### src/rtl/hazard_stall_controller.sv
// hazard_stall_controller: pipeline sequencing beside the ID stage of the 5-stage MIPS core.
// Detects load-use hazards, flushes on taken branches, runs the multi-cycle mult/div
// sequencer and stalls the front end while HI/LO are busy. Control outputs are
// combinational in the same cycle; MD_Busy/MD_Done decode the registered FSM state.
// Ports:
//   clk, rst                      - core clock, synchronous active-high reset
//   ID_Rs, ID_Rt, ID_Uses_Rt      - source fields of the instruction in ID
//   EX_MemRead, EX_Rt             - load in EX and its destination register
//   Branch_Taken_EX               - taken branch/jump resolved in EX
//   MD_Start, MD_Is_Div           - mult/div issue from ID, divide qualifier
//   ID_Reads_HiLo                 - mfhi/mflo in ID
//   PC_Write, IF_ID_Write         - front-end enables
//   IF_ID_Flush, ID_EX_Bubble     - squash controls
//   MD_Busy, MD_Done              - mult/div unit status
//   Stall_Count                   - saturating count of stalled cycles
module hazard_stall_controller #(
  parameter int MULT_CYCLES = 4,
  parameter int DIV_CYCLES  = 32,
  parameter int CNT_W       = 6,
  parameter int PERF_W      = 16
) (
  input  logic              clk,
  input  logic              rst,
  input  logic [4:0]        ID_Rs,
  input  logic [4:0]        ID_Rt,
  input  logic              ID_Uses_Rt,
  input  logic              EX_MemRead,
  input  logic [4:0]        EX_Rt,
  input  logic              Branch_Taken_EX,
  input  logic              MD_Start,
  input  logic              MD_Is_Div,
  input  logic              ID_Reads_HiLo,
  output logic              PC_Write,
  output logic              IF_ID_Write,
  output logic              IF_ID_Flush,
  output logic              ID_EX_Bubble,
  output logic              MD_Busy,
  output logic              MD_Done,
  output logic [PERF_W-1:0] Stall_Count
);

  typedef enum logic [1:0] {IDLE, BUSY, DONE} state_t;

  localparam logic [CNT_W-1:0] MULT_LOAD = CNT_W'(MULT_CYCLES - 1);
  localparam logic [CNT_W-1:0] DIV_LOAD  = CNT_W'(DIV_CYCLES - 1);

  state_t           state, state_nxt;
  logic [CNT_W-1:0] cnt, cnt_nxt;
  logic             lu, st, stall, md_accept;

  // $0 is hardwired zero, so a load "to $0" never creates a dependency.
  assign lu = EX_MemRead && (EX_Rt != 5'd0) &&
              ((EX_Rt == ID_Rs) || (ID_Uses_Rt && (EX_Rt == ID_Rt)));
  assign st = (state == BUSY) && (MD_Start || ID_Reads_HiLo);

  // A taken branch overrides any stall: the ID instruction is on the wrong path.
  assign stall     = !Branch_Taken_EX && (lu || st);
  // A start is only taken outside BUSY (in BUSY it is held by st instead).
  assign md_accept = MD_Start && !Branch_Taken_EX && !lu;

  always_comb begin
    PC_Write     = 1'b1;
    IF_ID_Write  = 1'b1;
    IF_ID_Flush  = 1'b0;
    ID_EX_Bubble = 1'b0;
    if (rst) begin
      PC_Write     = 1'b0;
      IF_ID_Write  = 1'b0;
      IF_ID_Flush  = 1'b1;
      ID_EX_Bubble = 1'b1;
    end else if (Branch_Taken_EX) begin
      IF_ID_Flush  = 1'b1;
      ID_EX_Bubble = 1'b1;
    end else if (stall) begin
      PC_Write     = 1'b0;
      IF_ID_Write  = 1'b0;
      ID_EX_Bubble = 1'b1;
    end
  end

  // Gated by rst so a reset taken mid-operation drops status in the same cycle.
  assign MD_Busy = !rst && (state == BUSY);
  assign MD_Done = !rst && (state == DONE);

  always_comb begin
    state_nxt = state;
    cnt_nxt   = cnt;
    case (state)
      BUSY: begin
        if (cnt == '0) state_nxt = DONE;
        else           cnt_nxt   = cnt - 1'b1;
      end
      IDLE, DONE: begin
        if (md_accept) begin
          state_nxt = BUSY;
          cnt_nxt   = MD_Is_Div ? DIV_LOAD : MULT_LOAD;
        end else begin
          state_nxt = IDLE;
        end
      end
      default: state_nxt = IDLE;
    endcase
  end

  always_ff @(posedge clk) begin
    if (rst) begin
      state       <= IDLE;
      cnt         <= '0;
      Stall_Count <= '0;
    end else begin
      state <= state_nxt;
      cnt   <= cnt_nxt;
      if (stall && (Stall_Count != {PERF_W{1'b1}}))
        Stall_Count <= Stall_Count + 1'b1;
    end
  end

endmodule

### config.mk
export PLATFORM = sky130hd
export DESIGN_NAME = hazard_stall_controller
export DESIGN_NICKNAME = d
export VERILOG_FILES = /design/src/rtl/hazard_stall_controller.sv
export SDC_FILE = /design/constraint.sdc
export NUM_CORES = 1
export LEC_CHECK = 0
export CELL_PAD_IN_SITES_DETAIL_PLACEMENT = 1
export CELL_PAD_IN_SITES_GLOBAL_PLACEMENT = 2
export CORE_MARGIN = 4
export CORE_UTILIZATION = 26
export DETAILED_ROUTE_END_ITERATION = 6
export PLACE_DENSITY_LB_ADDON = 0.1
export REMOVE_ABC_BUFFERS = 1
export SLEW_MARGIN = 25
export SYNTH_ARGS = -nofsm -noshare
export SYNTH_HDL_FRONTEND = slang
export SYNTH_SLANG_ARGS = --single-unit
### constraint.sdc
create_clock -name clk -period 2.8 [get_ports clk]
set_input_delay 0.56 -clock clk [delete_from_list [all_inputs] [get_ports clk]]
set_output_delay 0.56 -clock clk [all_outputs]
set_load 0.03 [all_outputs]
Yosys cells after proc, flatten, opt, wreduce, memory -nomap -nowiden
Cells that the tools add are included.
- add/subtract/negate cells: 2
- equality and inequality tests: 8
- muxes and demuxes: 15
- reduce and logical (&&, ||, !) cells: 22
- operators with widths (cell ; number):
    adder 16 x 1 -> 16 bit, second input constant ; 1
    != test 16 bit, second input constant ; 1
    two-way mux 6 bit ; 2
    one-hot mux 6 bit (2 select lines) ; 1
    == test 5 bit ; 2
    logical AND 1 bit ; 10
    two-way mux 1 bit ; 9
    zero test 6 bit ; 1
    subtractor 6 x 1 -> 6 bit, second input constant ; 1
    two-way mux 5 bit ; 1
    nonzero test 5 bit ; 1
    != test 2 bit, second input constant ; 2
    one-hot mux 2 bit (2 select lines) ; 1
    zero test 1 bit ; 3
    logical OR 1 bit ; 3
    AND reduction 3 bit ; 1
    == test 2 x 1 -> 1 bit, second input constant ; 1
    == test 2 bit, second input constant ; 1
    zero test 2 bit ; 1
    two-way mux 2 bit ; 1
    != test 2 x 1 -> 1 bit, second input constant ; 1
    nonzero test 2 bit ; 1
    OR reduction 2 bit ; 1
- bits in registers: 24
- bits of input ports: 23
- output and inout bits: 22

Depth between registers and ports, before layout
Gate-level depths: netlist (run 1).
- word-level depth: 9
- mapped depth: 8
- depth with buffers taken out: 7

Worst setup path before layout (run 1)
No wires, ideal clock.
- path type: input -> output
- from: in EX_Rt[1]
- to: out PC_Write
- arrival: 2.641 ns
- required time: 2.240 ns
- setup slack: -0.401 ns
- stages on the path: 7
- path buffers: 3
- cells stage by stage: or4_1 > o21ai_1 > o31a_1 > buf_6 > clkbuf_1 > nor2b_1 > buf_4
- longest elaborated chain between the ends: 9
- elaborated cells between the ends (all ways): 12
- ends and longest elaborated chain (item ; line ; source):
    start: declaration ; 28 ; input logic [4:0] EX_Rt,
    == test 5 bit ; 53 ; ((EX_Rt == ID_Rs) || (ID_Uses_Rt && (EX_Rt == ID_Rt)));
    logical AND 1 bit ; 53 ;
    logical OR 1 bit ; 53 ;
    logical AND 1 bit (*) ; 52 ; assign lu = EX_MemRead && (EX_Rt != 5'd0) &&
    logical OR 1 bit (*) ; 57 ; assign stall = !Branch_Taken_EX && (lu || st);
    logical AND 1 bit (*) ; 57 ;
    two-way mux 1 bit (*) (3 in a row) ; n/a ;
    end: declaration ; 33 ; output logic PC_Write,
Mark *: on every way between the ends. The rest lies on a longest branch, timed or not.

Final worst setup path (run 1)
- from: in ID_Rt[1]
- to: out PC_Write
- longest elaborated chain between the ends: 9
- ends and longest elaborated chain (item ; line ; source):
    start: declaration ; 25 ; input logic [4:0] ID_Rt,
    == test 5 bit ; 53 ;
    logical AND 1 bit ; 53 ;
    logical OR 1 bit ; 53 ;
    logical AND 1 bit ; 52 ;
    logical OR 1 bit ; 57 ;
    logical AND 1 bit ; 57 ;
    two-way mux 1 bit ; 74 ; end else if (stall) begin
    two-way mux 1 bit ; 71 ; end else if (Branch_Taken_EX) begin
    two-way mux 1 bit ; 66 ; if (rst) begin
Every way passes these cells.

==> results of run 1 <==
area by class of cell:
class                           count  area (µm²)  area share
Clock buffer                        4        55.1      0.0266
Inverter                            8        30.0      0.0145
Multi-Input combinational cell    139         917       0.443
Sequential cell                    24         480       0.232
Tap cell                           70        87.6      0.0423
Timing Repair Buffer               53         502       0.242
routing by layer:
layer | vias up | share of wire | track usage
met4 | 0 | 0.0041 | 0.0245
met3 | 2 | 0.060 | 0.0271
li1 | 762 | - | -
met1 | 747 | 0.47 | 0.173
met2 | 34 | 0.46 | 0.242
met5 | - | 0 | 0
synthesized netlist by cell type (all sizes together):
cell type / n
a211oi: 1
a21o: 5
a21oi: 19
a311oi: 1
a31o: 1
a32oi: 1
and3: 5
and4: 1
buf: 2
clkbuf: 6
dfxtp: 24
ha: 3
inv: 8
mux2: 2
nand2: 3
nand2b: 2
nand3: 13
nand3b: 4
nand4: 4
nor2: 14
nor2b: 5
nor3: 5
nor3b: 1
nor4: 4
nor4bb: 1
o211a: 1
o21ai: 7
o221ai: 1
o22ai: 3
o31a: 1
o31ai: 4
o41ai: 1
or2: 1
or3: 7
or3b: 1
or4: 6
xnor2: 1
xor2: 10
metrics by stage:
stage,cell area [µm²],hold WS [ns],power [W],cells
2_1_floorplan,1410,0.479,0.000445,171
3_3_place_gp,1990,0.489,0.000519,294
3_5_place_dp,1990,0.515,0.000525,294
4_1_cts,2050,0.530,0.000770,298
5_1_grt,2070,0.575,0.000802,298
6_report,2070,0.525,0.000764,298
worst max-delay path: stages:
cell and delay (ns):
clkdlybuf4s50_1 0.42, xor2_1 0.16, nor4_2 0.27, a32oi_1 0.16, o31a_1 0.31, nor2b_4 0.14, buf_6 0.16
state kept, by name (all words and copies together), names as in the netlist:
signal       count
cnt              6
Stall_Count     16
state            2
logic make-up after synthesis:
logic type	after synthesis	synth area share
and+or+nand+nor	77	0.307
buffers and inverters	16	0.0492
DFF	24	0.332
adders and majority gates	3	0.0259
AOI/OAI and AO/OA	46	0.204
xor gates and xnor gates	11	0.0665
muxes	2	0.0155
worst paths after layout:
path                                from               to  slack [ns]  depth (start not counted)
worst max-delay path            ID_Rt[1]         PC_Write        0.06                          7
worst min-delay path              cnt[3]           cnt[3]        0.52                          2
worst max register to register  state[0]  Stall_Count[15]        0.58                          6
worst min register to register    cnt[3]           cnt[3]        0.52                          2
power by group through the flow:
stage	clock network, W	registers, W	logic [W]
5_1_grt	0.000263	0.000365	0.000174
3_5_place_dp	0	0.000371	0.000154
6_report	0.000244	0.000363	0.000157
4_1_cts	0.000250	0.000363	0.000156
3_3_place_gp	0	0.000370	0.000149
2_1_floorplan	0	0.000369	0.0000753
timing repair:
action	in CTS	in global routing
endpoints found under the setup margin	3	2
resized for setup	7	5
pin swaps	1	3
setup buffers	0	0
==> results_dict.tcl, run 1 <==
set metrics [dict create \
    antenna_found_initial 0 \
    cp-end-kind "output port" \
    wl_per_cell_um 15.4 \
    clk_pin_slew_ns 0.09 \
    yosys_warnings 0 \
    fillers 625 \
    finish.utilization 0.396 \
    relSlewSlack 0.575 \
    gp_congestion 0.713 \
    worstSetupPathType "input port to output port" \
    netSwitchingFraction 0.276 \
    fin_skew_ns 0.00434 \
    comb_power_share 0.206 \
    nNetsFinal 255 \
    rsz0062_at_grt "no" \
    grt_pass1_wl_mm 7.45 \
    layout_commonest_cell "clkdlybuf4s50_1" \
    hpwl_mm 3.49 \
    period_needed_ns 2.74 \
    drt-initial-drc-count 55 \
    grt_overflow 0 \
    grt_max_degree 24 \
    tns_ns 0 \
    pre_cts_ws_ns -0.167 \
    drv_slew 0 \
    cts_tree "done" \
    p_seq_frac 0.476 \
    status "finished clean" \
    power_switching_w 0.000211 \
    clock_path_buffers 2 \
    avgSynthCellArea_um2 8.09 \
    max-vdd-ir-drop_mv 0.156 \
    fin_ws_ns 0.0616 \
    p_int_w 0.000553 \
    ctsHoldBuffers 0 \
    rows 26 \
    grt_usage 0.137 \
    dieWidth_um 82.7 \
    p_leak_nw 0.745 \
    p_clk_frac 0.319 \
    setup_viol 0 \
    synth_area_leaders "dfxtp_1 33%, a21oi_1 6.6%, xor2_1 6.0%" \
    ys_types 42 \
    n_antenna_cell 0 \
    core-area_um2 5240 \
    io_buffer_count 44 \
    cts_sinks 24 \
    synth-seq-area-share 0.332 \
    crit_required_ns 2.24 \
    via_per_inst 5.18 \
    clkLatencyLatePin_ns 0.27 \
    critPathMaxFanout 2 \
    worstHoldPathType "register to register" \
    arrival_ns 2.18 \
    cts_made_buffers 3 \
    ant_nets 0 \
    synth_top_area_cell "dfxtp_1" \
    cts_max_level 1 \
    io_pins 45 \
    netlist_area_um2 1450 \
    ys_seq_elements 24 \
    start_util 0.277 \
    max_freq_mhz 365 \
    drive_gt1_frac 0.123 \
    syn_to_final_growth_pct 43.0 \
    power_density_nw_per_um2 369 \
    via_count 1545 \
    die_area_um2 6830 \
    worstMarginPinSlew_ns 0.636 \
    fin_crit_sh 0.978 \
    first_pass_iters 4 \
    drc 0 \
    netlist_instances 179 \
    maxCapViolCount 0 \
    grt_pass1_vias 1593 \
    die_h_um 82.7 \
    routed_wl_mm 4.60 \
    synth.top_cell.area_share 0.332 \
    hold_viol 0 \
    root_buffer "clkbuf_8" \
    critPathLaunchType "input port" \
    final_cell_mix "33 x clkdlybuf4s50_1, 24 x dfxtp_1, 19 x a21oi_1, 14 x nor2_1" \
]
Note: power is estimated with default switching activity, not from simulation.
==> inputs of run 2 (changes only) <==
--- a/config.mk
+++ b/config.mk
@@ -12,7 +12,7 @@
 export DETAILED_ROUTE_END_ITERATION = 6
 export PLACE_DENSITY_LB_ADDON = 0.1
 export REMOVE_ABC_BUFFERS = 1
-export SLEW_MARGIN = 25
+export SLEW_MARGIN = 20
 export SYNTH_ARGS = -nofsm -noshare
 export SYNTH_HDL_FRONTEND = slang
 export SYNTH_SLANG_ARGS = --single-unit
==> results of run 2 <==
Final layout, timing and power as in run 1 (identical DEF).
